File: src/rtl/wash_pkg.sv
// Shared wash-controller definitions: phase codes, fault causes and monitor FSM states.
package wash_pkg;

  localparam logic [2:0] ST_START  = 3'b000;
  localparam logic [2:0] ST_WASH   = 3'b001;
  localparam logic [2:0] ST_SPIN   = 3'b010;
  localparam logic [2:0] ST_DRY    = 3'b011;
  localparam logic [2:0] ST_FINISH = 3'b100;
  localparam logic [2:0] ST_HALT   = 3'b101;

  localparam logic [1:0] FLT_NONE    = 2'b00;
  localparam logic [1:0] FLT_CODE    = 2'b01;
  localparam logic [1:0] FLT_TRANS   = 2'b10;
  localparam logic [1:0] FLT_TIMEOUT = 2'b11;

  typedef enum logic [1:0] {
    StIdle,
    StTrack,
    StFault
  } mon_state_e;

  function automatic logic [5:0] code_onehot(input logic [2:0] code);
    code_onehot = 6'b000001 << code;
  endfunction

endpackage

File: src/rtl/wash_trans_check.sv
// Combinational legality check of one phase-code step (prev_op -> operation).
module wash_trans_check
  import wash_pkg::*;
(
  input  logic [2:0] prev_op,
  input  logic [2:0] operation,
  output logic       legal,
  output logic       illegal_code
);

  logic step_ok;

  always_comb begin
    illegal_code = (operation == 3'b110) || (operation == 3'b111);
    step_ok      = 1'b0;
    case (prev_op)
      ST_START:  step_ok = (operation == ST_WASH);
      ST_WASH:   step_ok = (operation == ST_SPIN);
      ST_SPIN:   step_ok = (operation == ST_DRY);
      ST_DRY:    step_ok = (operation == ST_FINISH);
      ST_FINISH: step_ok = (operation == ST_START);
      ST_HALT:   step_ok = (operation == ST_START);
      default:   step_ok = 1'b0;
    endcase
    // Holding a code and entering halt are always acceptable.
    legal = !illegal_code && ((operation == prev_op) || (operation == ST_HALT) || step_ok);
  end

endmodule

File: src/rtl/wash_seq_monitor.sv
// Watches the wash controller phase code: tracks dwell, counts completed cycles and
// latches the first fault cause until reset.
module wash_seq_monitor
  import wash_pkg::*;
#(
  parameter int unsigned MAX_DWELL = 40,
  parameter int unsigned CNT_W     = 8
) (
  input  logic             clk,
  input  logic             rst,
  input  logic [2:0]       operation,
  output logic [5:0]       phase_onehot,
  output logic [CNT_W-1:0] dwell,
  output logic             cycle_done,
  output logic [CNT_W-1:0] cycles,
  output logic             fault,
  output logic [1:0]       fault_code
);

  mon_state_e       state_q, state_d;
  logic [2:0]       prev_op_q;
  logic [5:0]       phase_q, phase_d;
  logic [CNT_W-1:0] dwell_q, dwell_d, dwell_next;
  logic             done_q, done_d;
  logic [CNT_W-1:0] cycles_q, cycles_d;
  logic [1:0]       fault_code_q, fault_code_d;

  logic legal, illegal_code;
  logic held, accept_ok, timeout, completes;

  wash_trans_check u_trans_check (
    .prev_op      (prev_op_q),
    .operation    (operation),
    .legal        (legal),
    .illegal_code (illegal_code)
  );

  always_comb begin
    held       = (state_q == StTrack) && (operation == prev_op_q);
    dwell_next = held ? ((&dwell_q) ? dwell_q : dwell_q + 1'b1) : {{(CNT_W-1){1'b0}}, 1'b1};
    timeout    = (32'(dwell_next) == MAX_DWELL) &&
                 (operation != ST_FINISH) && (operation != ST_HALT);
    completes  = (state_q == StTrack) && (prev_op_q == ST_FINISH) && (operation == ST_START);
    accept_ok  = 1'b0;
    if (state_q == StIdle) begin
      accept_ok = (operation == ST_START) || (operation == ST_HALT);
    end else if (state_q == StTrack) begin
      accept_ok = legal;
    end
  end

  always_comb begin
    state_d      = state_q;
    phase_d      = phase_q;
    dwell_d      = dwell_q;
    done_d       = 1'b0;
    cycles_d     = cycles_q;
    fault_code_d = fault_code_q;

    unique case (state_q)
      StIdle, StTrack: begin
        // Cause priority: illegal code, then illegal step, then timeout.
        if (illegal_code) begin
          state_d      = StFault;
          fault_code_d = FLT_CODE;
        end else if (!accept_ok) begin
          state_d      = StFault;
          fault_code_d = FLT_TRANS;
        end else if (timeout) begin
          state_d      = StFault;
          fault_code_d = FLT_TIMEOUT;
          dwell_d      = dwell_next;
        end else begin
          state_d = StTrack;
          dwell_d = dwell_next;
          phase_d = code_onehot(operation);
          if (completes) begin
            done_d   = 1'b1;
            cycles_d = cycles_q + 1'b1;
          end
        end
      end
      StFault: begin
        state_d = StFault;
      end
      default: begin
        state_d = StIdle;
      end
    endcase
  end

  always_ff @(posedge clk) begin
    if (!rst) begin
      state_q      <= StIdle;
      prev_op_q    <= ST_START;
      phase_q      <= '0;
      dwell_q      <= '0;
      done_q       <= 1'b0;
      cycles_q     <= '0;
      fault_code_q <= FLT_NONE;
    end else begin
      state_q      <= state_d;
      prev_op_q    <= operation;
      phase_q      <= phase_d;
      dwell_q      <= dwell_d;
      done_q       <= done_d;
      cycles_q     <= cycles_d;
      fault_code_q <= fault_code_d;
    end
  end

  assign phase_onehot = phase_q;
  assign dwell        = dwell_q;
  assign cycle_done   = done_q;
  assign cycles       = cycles_q;
  assign fault        = (state_q == StFault);
  assign fault_code   = fault_code_q;

endmodule

File: config.mk
export PLATFORM = sky130hd
export DESIGN_NAME = wash_seq_monitor
export DESIGN_NICKNAME = d
export VERILOG_FILES = /design/src/rtl/wash_pkg.sv /design/src/rtl/wash_trans_check.sv /design/src/rtl/wash_seq_monitor.sv
export SDC_FILE = /design/constraint.sdc
export NUM_CORES = 1
export LEC_CHECK = 0
export ABC_AREA = 1
export BUFFER_PORTS_ARGS = -buffer_cell sky130_fd_sc_hd__buf_2
export CELL_PAD_IN_SITES_DETAIL_PLACEMENT = 0
export CELL_PAD_IN_SITES_GLOBAL_PLACEMENT = 1
export CORE_ASPECT_RATIO = 0.7
export CORE_MARGIN = 5
export CORE_UTILIZATION = 39
export CTS_CLUSTER_DIAMETER = 40
export DETAILED_ROUTE_END_ITERATION = 10
export PLACE_DENSITY_LB_ADDON = 0.3
export SLEW_MARGIN = 20
export SYNTH_ARGS = -nofsm -noshare
export SYNTH_HDL_FRONTEND = slang
export SYNTH_SLANG_ARGS = --single-unit
File: constraint.sdc
create_clock -name clk -period 2.4 [get_ports clk]
set_input_delay 0 -clock clk [delete_from_list [all_inputs] [get_ports clk]]
set_output_delay 0 -clock clk [all_outputs]
set_load 0.02 [all_outputs]
==> results of run 1 <==
==> tightest hold or removal path, stage by stage <==
cell and delay (ns):
buf_2 0.15, nand2_1 0.06, inv_1 0.03
==> power by group through the flow <==
stage | Combinational [uW] | Sequential, uW | Clock [uW]
global placement | 196 | 554 | 0
CTS | 194 | 544 | 422
global route | 216 | 548 | 447
finish | 193 | 544 | 411
detailed placement | 193 | 555 | 0
floorplan | 126 | 574 | 0
==> stage by stage <==
step	util (%)	setup WS, ns
3_5_place_dp	45.9	0.388
5_1_grt	48.1	0.182
3_3_place_gp	45.9	0.501
6_report	48.1	0.389
4_1_cts	48.1	0.366
2_1_floorplan	-	0.470
==> final timing paths <==
path,startpoint,to,cells after the start,slack (ns)
setup / recovery,dwell[0],fault_code[0],13,0.39
hold reg to reg,cycles[7],cycles[7],1,0.44
hold / removal,operation[0],prev_op_q[0],3,0.01
setup reg to reg,dwell[0],fault_code[0],13,0.39
==> routing by layer <==
layer / global-route usage, % / share of wire (%) / up-vias / wire length (microns)
li1: - / - / 838 / -
met1: 22.6 / 55 / 684 / 2140
met2: 20.0 / 39 / 28 / 1520
met3: 3.92 / 5.2 / 2 / 203
met4: 4.53 / 0.49 / 0 / 19
met5: 0 / 0 / - / 0
==> final cells by class <==
class,instances,area [sq um]
Timing Repair Buffer,32,165
Sequential cell,30,601
Multi-Input combinational cell,168,893
Fill cell,423,2100
Inverter,33,129
Clock inverter,1,5.00
Clock buffer,7,86.3
Tap cell,52,65.1
==> synthesized netlist by cell type (all sizes together) <==
cell | instances | share of area [%]
clkbuf | 3 | 0.67
nor2 | 27 | 7.8
dfxtp | 30 | 36
inv | 33 | 7.7
xnor2 | 1 | 0.52
a21oi | 25 | 8.8
buf | 5 | 2.4
nand4 | 5 | 1.9
o21ai | 19 | 5.7
nor3 | 9 | 2.7
nand3 | 21 | 7.3
nor3b | 2 | 0.90
nand2 | 55 | 15
ha | 2 | 1.5
xor2 | 2 | 1.0
==> cells by family (layout without fill, tap and decap cells) <==
logic type	Yosys count	in the layout	synth area share, %
AO/OA/AOI/OAI	44	44	14.5
XOR/XNOR	3	3	1.57
flip-flops	30	30	35.9
buffers and inverters	41	73	10.8
AND/OR/NAND/NOR	119	119	35.8
adder cells (fa/ha/maj)	2	2	1.49
==> registers in the layout (all words and copies together), names as in the netlist <==
name / cells
cycles: 8
dwell: 8
phase_onehot: 6
prev_op_q: 3
fault_code: 2
state_q: 2
cycle_done: 1
==> flow_summary.json, run 1 <==
{
  "status": "complete, no violations",
  "hold_viol": 0,
  "crit_type": "reg2reg",
  "worst_slew_pin_slew_ns": 0.472,
  "cp-start-kind": "flop",
  "fin_tns_setup_ns": 0,
  "crit_path_end_kind": "flop",
  "pin_count": 31,
  "switching_share_pct": 28.9,
  "clkPwrFrac_pct": 35.8,
  "synth_warnings": 0,
  "post_cts_resized": 0,
  "final_common_cell": "nand2_1",
  "max_stage_delay_ns": 0.40,
  "total_power_uw": 1150,
  "cts_buffer_depth": 2,
  "placed_cells_incl_taps": 315,
  "grt_pass1_vias": 1426,
  "postPlaceCellArea_sq_mm": 0.00185,
  "layout-drive-gt1-share_pct": 24.0,
  "numCtsBuffers": 5,
  "ys_types": 28,
  "worstPathRequired_ns": 2.61,
  "ys_ff_latch": 30,
  "final_cell_mix": "45 x nand2_1, 31 x inv_1, 30 x dfxtp_1, 30 x buf_2, 21 x nor2_1",
  "skew_ns": 0.00552,
  "viasPerCell": 4.80,
  "dpl.hpwl_microns": 2940,
  "whs_ns": 0.0115,
  "clk_pin_slew_ns": 0.06,
  "grt_use_total_pct": 14.8,
  "drtAntennaViolNets": 0,
  "cts_tree": "done",
  "grt_overflow": 0,
  "cts_setup_buffers": 0,
  "fin_cells": 323,
  "seq_area_frac_synth_pct": 35.9,
  "syn-num-nets": 246,
  "die_area_sq_mm": 0.00572,
  "maxCapViolCount": 0,
  "synth_area_sq_mm": 0.00167,
  "rows": 19,
  "clock_latency_ns": 0.27,
  "p_leak_uw": 0.000911,
  "die_x_microns": 88.3,
  "cellInternalPower_uw": 816,
  "remaining_drc_errors": 0,
  "core_sq_mm": 0.00404,
  "clock_sinks": 30,
  "rsz0062_at_grt": "false",
  "p_per_area_mw_per_mm2": 590,
  "crit_slowest_cell": "dfxtp_1",
  "p_switching_uw": 331,
  "antenna_found_initial": 0,
  "grt_pass1_wl_microns": 6780,
  "fin_area_sq_mm": 0.00194,
  "vdd_ir_drop_max_uv": 418,
  "die_h_microns": 64.8,
  "cts-root-buf": "clkbuf_8",
  "cpMostUsedCell": "nand2_1",
  "drv_slew": 0,
  "seqPwrFrac_pct": 47.4,
  "io_buffers": 30,
  "htree_levels": 2,
  "nets": 277,
  "postSynthAreaPerCell_sq_um": 7.00,
  "hold_buffers": 0,
  "wl_per_cell_microns": 12.0,
  "path_buf_inv": 1,
  "arrival_ns": 2.22,
  "setup-violations-final": 0,
  "diodes": 0,
  "syn_to_final_growth_pct": 16.1,
  "fmaxAchievable_ghz": 0.497,
  "wl_microns": 3890,
  "slew_headroom_pct": 68.5,
  "min_period_over_period_pct": 83.8,
  "vias": 1552,
  "cp_max_fo": 9,
  "fin_crit_ns": 2.01,
  "path_cells": "ha_1 -> nand2_1 -> nor2_2 -> nand2_2 -> nand2_1 -> nand2_1 -> inv_1 -> nand3_2 -> nor2_2 -> nand3_4 -> nand2_8 -> nand2_4 -> a21oi_2",
  "grt_max_degree": 21,
  "routabilityCongestion": 0.852,
  "syn_inst": 239,
  "min_path_type": "in2reg",
  "drtIter0Drc": 79,
  "start_util_pct": 41.4,
  "drt_first_pass_iters": 4,
  "critical-path-top-delay-family": "simple AND/OR/NAND/NOR gates",
  "combPwrFrac_pct": 16.8
}
(Power assumes the default switching activity.)
==> inputs of run 2 (changes only) <==
--- a/config.mk
+++ b/config.mk
@@ -11,7 +11,7 @@
 export CELL_PAD_IN_SITES_GLOBAL_PLACEMENT = 1
 export CORE_ASPECT_RATIO = 0.7
 export CORE_MARGIN = 5
-export CORE_UTILIZATION = 39
+export CORE_UTILIZATION = 35
 export CTS_CLUSTER_DIAMETER = 40
 export DETAILED_ROUTE_END_ITERATION = 10
 export PLACE_DENSITY_LB_ADDON = 0.3
==> constraint.sdc (replaced) <==
create_clock -name clk -period 1.8 [get_ports clk]
set_input_delay 0 -clock clk [delete_from_list [all_inputs] [get_ports clk]]
set_output_delay 0 -clock clk [all_outputs]
set_load 0.02 [all_outputs]
==> run 2 against run 1 <==
Against the previous run: first-iteration DRC count is 2.5% lower; design area is 15% higher; cell count is 8.4% higher; critical path type unchanged; largest cell class unchanged.
==> flow_summary.json, run 2 (synthesis results as in run 1) <==
{
  "p_per_area_mw_per_mm2": 711,
  "use_met1_pct": 22.2,
  "grt_use_total_pct": 15.1,
  "grt_pass1_vias": 1554,
  "fillers": 478,
  "cts_tree": "done",
  "cts-root-buf": "clkbuf_8",
  "worst_slew_pin_slew_ns": 0.488,
  "whs_ns": 0.0286,
  "status": "complete, no violations",
  "fin_crit_ns": 1.75,
  "wl_per_cell_microns": 12.6,
  "clock_latency_ns": 0.28,
  "routabilityCongestion": 0.834,
  "crit_path_end_kind": "flop",
  "arrival_ns": 1.96,
  "maxCapViolCount": 0,
  "grt_max_degree": 20,
  "wl_microns": 4430,
  "cp_max_fo": 4,
  "vias": 1678,
  "min_period_over_period_pct": 97.4,
  "setup-violations-final": 0,
  "diodes": 0,
  "drtAntennaViolNets": 0,
  "drt_first_pass_iters": 4,
  "dpl.hpwl_microns": 3200,
  "pin_count": 31,
  "rsz0062_at_grt": "true",
  "gr-usage-met2_pct": 21.5,
  "vdd_ir_drop_max_uv": 364,
  "final_common_cell": "nand2_1",
  "core_sq_mm": 0.00470,
  "htree_levels": 2,
  "io_buffers": 30,
  "cts_buffer_depth": 2,
  "busiest_layer": "met1",
  "die_x_microns": 92.7,
  "syn_to_final_growth_pct": 33.9,
  "hold_viol": 0,
  "min_path_type": "in2reg",
  "drv_slew": 0,
  "fin_tns_setup_ns": 0,
  "layout-drive-gt1-share_pct": 37.9,
  "crit_type": "reg2reg",
  "die_h_microns": 67.9,
  "clk_pin_slew_ns": 0.06,
  "p_leak_uw": 0.00106,
  "antenna_found_initial": 0,
  "remaining_drc_errors": 0,
  "rows": 21,
  "grt_overflow": 0,
  "numCtsBuffers": 5,
  "final_cell_mix": "39 x nand2_1, 30 x inv_1, 30 x buf_2, 24 x dfxtp_1, 20 x buf_4",
  "drtIter0Drc": 77,
  "dp_slack_ns": -0.0812,
  "cp-start-kind": "flop",
  "clock_sinks": 30,
  "grt_pass1_wl_microns": 7380,
  "met3_usage_pct": 3.85,
  "fmaxAchievable_ghz": 0.570,
  "setup_ws_ns": 0.0460,
  "skew_ns": 0.00260,
  "nets": 299,
  "start_util_pct": 35.6,
  "slew_headroom_pct": 67.4,
  "die_area_sq_mm": 0.00629,
  "viasPerCell": 4.79,
  "worstPathRequired_ns": 2.01
}
==> run 2: worst paths after layout <==
path	slack, ns	end	from	cells after the start
worst min register to register	0.44	cycles[7]	cycles[7]	1
worst max register to register	0.05	phase_onehot[1]	dwell[1]	12
worst min-delay path	0.03	prev_op_q[1]	operation[1]	3
worst max-delay path	0.05	phase_onehot[1]	dwell[1]	12
==> run 2: worst max-delay path, stage by stage, from the launching register on <==
cell     delay (ns)
dfxtp_2        0.36
ha_4           0.13
nand2_2        0.07
nor2_4         0.14
buf_4          0.14
xor2_1         0.14
nor2_1         0.06
nor2_2         0.15
nor2_4         0.06
buf_4          0.14
nand3_4        0.09
nand3_1        0.07
a21oi_1        0.13
==> run 2: routing by layer <==
| metal | wire length (microns) | up-vias | part of all wire, % |
|---|---|---|---|
| met5 | 0 | - | 0 |
| met4 | 66 | 0 | 1.5 |
| met3 | 212 | 9 | 4.8 |
| met2 | 1840 | 33 | 42 |
| met1 | 2310 | 750 | 52 |
| li1 | - | 886 | - |
==> run 2: where the power goes <==
group / internal (uW) / leakage, uW / switching (uW)
registers: 699 / 0.000247 / 29.8
logic: 117 / 0.000762 / 195
clock network: 308 / 0.0000482 / 246
==> run 2: timing repair <==
| action | in CTS | in global routing |
|---|---|---|
| gates resized for setup | 5 | 27 |
| endpoints found under the setup margin | 11 | 17 |
| hold buffers | 1 | 0 |
| pin swaps | 6 | 10 |
| cloned | 1 | 0 |
| hold endpoints to repair | 1 | 0 |
| buffers inserted | 7 | 3 |
==> run 2: through the flow <==
stage	util, %	power, uW	std cells	instance area, sq um
final	47.7	1600	350	2240
after CTS	45.1	1580	347	2120
after global routing	47.7	1690	350	2240
after floorplan	-	935	239	1680
after detailed placement	41.3	1020	330	1940
after global placement	41.3	1020	330	1940
==> run 2: layout make-up <==
type                       count  area [sq um]  area share, %
tap                           57          71.3           3.18
inverter                      33           129           5.75
clock buffer                   7          86.3           3.85
multi-input combinational    169          1010           45.0
sequential                    30           608           27.1
clock inverter                 1          5.00          0.223
timing repair buffer          53           333           14.8
==> inputs of run 3 (changes only) <==
--- a/config.mk
+++ b/config.mk
@@ -11,10 +11,11 @@
 export CELL_PAD_IN_SITES_GLOBAL_PLACEMENT = 1
 export CORE_ASPECT_RATIO = 0.7
 export CORE_MARGIN = 5
-export CORE_UTILIZATION = 35
+export CORE_UTILIZATION = 39
 export CTS_CLUSTER_DIAMETER = 40
 export DETAILED_ROUTE_END_ITERATION = 10
 export PLACE_DENSITY_LB_ADDON = 0.3
+export RECOVER_POWER = 100
 export SLEW_MARGIN = 20
 export SYNTH_ARGS = -nofsm -noshare
 export SYNTH_HDL_FRONTEND = slang
==> constraint.sdc (replaced) <==
create_clock -name clk -period 1.7 [get_ports clk]
set_input_delay 0 -clock clk [delete_from_list [all_inputs] [get_ports clk]]
set_output_delay 0 -clock clk [all_outputs]
set_load 0.02 [all_outputs]
==> run 3 against run 2 <==
Against the previous run: routed wire length down 1.8%; critical path type unchanged; largest power group is now clock; flip-flop and latch count unchanged; critical path depth up 1; hold slack worse by 0.024 ns; the run now ends with setup timing left; sequential share of layout area down 0.99 points; core utilization up 10 points; worst setup slack worse by 0.094 ns; clock skew up 0.0011 ns; largest cell class unchanged.
==> flow_summary.json, run 3 (synthesis results as in run 1) <==
{
  "min_path_type": "in2reg",
  "final_common_cell": "nand2_1",
  "wl_microns": 4350,
  "worstPathRequired_ns": 1.92,
  "drtIter0Drc": 55,
  "drv_slew": 0,
  "routabilityCongestion": 0.786,
  "clock_latency_ns": 0.29,
  "seqPwrFrac_pct": 37.9,
  "clock_sinks": 30,
  "numCtsBuffers": 5,
  "p_per_area_mw_per_mm2": 861,
  "maxCapViolCount": 0,
  "setup-violations-final": 7,
  "combPwrFrac_pct": 17.4,
  "cp_max_fo": 7,
  "whs_path_depth": 3,
  "hp-start": "operation[0]",
  "fmaxAchievable_ghz": 0.572,
  "p_leak_uw": 0.00104,
  "crit_type": "reg2reg",
  "diodes": 0,
  "setup_ws_ns": -0.0481,
  "nets": 309,
  "io_buffers": 30,
  "status": "finished, violations left",
  "die_area_sq_mm": 0.00572,
  "drtAntennaViolNets": 0,
  "total_power_uw": 2020,
  "hold_buffers": 0,
  "rows": 19,
  "violations": "setup timing",
  "p_switching_uw": 523,
  "dpl.hpwl_microns": 3180,
  "cp-start-kind": "flop",
  "fin_tns_setup_ns": -0.172,
  "fillers": 388,
  "r2r_start": "dwell[1]",
  "grt_max_degree": 20,
  "cts_tree": "done",
  "cellInternalPower_uw": 1500,
  "grt_pass1_wl_microns": 7140,
  "antenna_found_initial": 0,
  "slew_headroom_pct": 68.8,
  "dp_slack_ns": -0.100,
  "core_sq_mm": 0.00404,
  "grt_use_total_pct": 15.8,
  "htree_levels": 2,
  "cts_buffer_depth": 2,
  "layout-drive-gt1-share_pct": 33.3,
  "start_util_pct": 41.4,
  "r2r_setup_slack_ns": -0.05,
  "viasPerCell": 4.78,
  "vdd_ir_drop_max_uv": 541,
  "grt_overflow": 0,
  "crit_path_end_kind": "flop",
  "clkPwrFrac_pct": 44.7,
  "drt_first_pass_iters": 5,
  "worst_slew_pin_slew_ns": 0.467,
  "min_period_over_period_pct": 103,
  "final_cell_mix": "39 x nand2_1, 32 x buf_4, 27 x inv_1, 24 x dfxtp_1, 22 x clkbuf_1",
  "switching_share_pct": 25.9,
  "wl_per_cell_microns": 12.3,
  "met3RoutedLength_microns": 260,
  "highest_layer": "met4",
  "pin_count": 31,
  "remaining_drc_errors": 0,
  "hold_viol": 0,
  "r2r_cells": 13,
  "die_x_microns": 88.3,
  "fin_crit_ns": 1.75,
  "hold_end": "prev_op_q[0]",
  "vias": 1698,
  "cts-root-buf": "clkbuf_8",
  "grt_pass1_vias": 1559,
  "skew_ns": 0.00374,
  "syn_to_final_growth_pct": 40.1,
  "clk_pin_slew_ns": 0.07,
  "die_h_microns": 64.8,
  "arrival_ns": 1.97,
  "r2r-end": "state_q[1]",
  "wl_met1_microns": 2310,
  "rsz0062_at_grt": "true",
  "wl_met2_microns": 1770
}
==> run 3: cell types whose count changed in the layout (fill, tap and decap cells not counted), sizes merged <==
cell and change:
bufinv +2, clkbuf +21, clkinv -1, dlygate4sd3 -1
buf -11
==> run 3: layout make-up <==
| type | count | area, sq um | share of cell area (%) |
|---|---|---|---|
| clock inverter | 2 | 60.1 | 2.56 |
| timing repair buffer | 63 | 383 | 16.3 |
| inverter | 33 | 129 | 5.49 |
| multi-input combinational | 169 | 1010 | 43.2 |
| tap | 52 | 65.1 | 2.77 |
| sequential | 30 | 613 | 26.1 |
| clock buffer | 6 | 82.6 | 3.52 |
==> run 3: worst max-delay path by stage <==
stage,end,slack (ns),cells past startpoint,from
after floorplan,state_q[1],-0.002,13,dwell[1]
after global placement,dwell[5],-0.12,13,prev_op_q[1]
after detailed placement,fault_code[1],-0.10,13,dwell[1]
after CTS,fault_code[1],-0.04,13,dwell[1]
after global routing,state_q[1],-0.15,13,dwell[1]
final,state_q[1],-0.05,13,dwell[1]
==> run 3: timing repair <==
action,4_1_cts,5_1_grt
gates resized for setup,6,23
pin swaps,3,5
gates cloned,1,0
setup buffers,0,3
endpoints found under the setup margin,18,20
==> run 3: power groups by stage <==
stage          sequential (uW)  combinational [uW]  clock, uW
2_1_floorplan              814                 179          0
3_3_place_gp               779                 336          0
3_5_place_dp               780                 333          0
4_1_cts                    764                 338        914
5_1_grt                    770                 385        949
6_report                   766                 353        903
==> run 3: per-stage QoR <==
step	hold WS [ns]	std cells	area, sq um	utilization, %
2_1_floorplan	0.137	239	1710	-
6_report	0.00481	355	2350	58.0
4_1_cts	0.00581	352	2290	56.6
3_3_place_gp	0.298	343	2110	52.2
3_5_place_dp	0.304	343	2110	52.2
5_1_grt	0.0279	355	2350	58.0
==> run 3: metal layers <==
layer	vias up	track usage (%)
li1	899	-
met5	-	0
met2	30	22.7
met1	767	22.9
met3	2	5.57
met4	0	2.83
==> run 3: worst max-delay path, cell delays in order, from the launching register on <==
cell and delay (ns):
dfxtp_4 0.37, ha_4 0.15, nand2_4 0.06, nor2_4 0.14, nand2_4 0.10, nand2_2 0.07, nand2_2 0.05, inv_2 0.07
nand3_4 0.08, nor2_4 0.13, nand3_4 0.14, nand2_8 0.12, nand2_4 0.07, a21oi_2 0.12
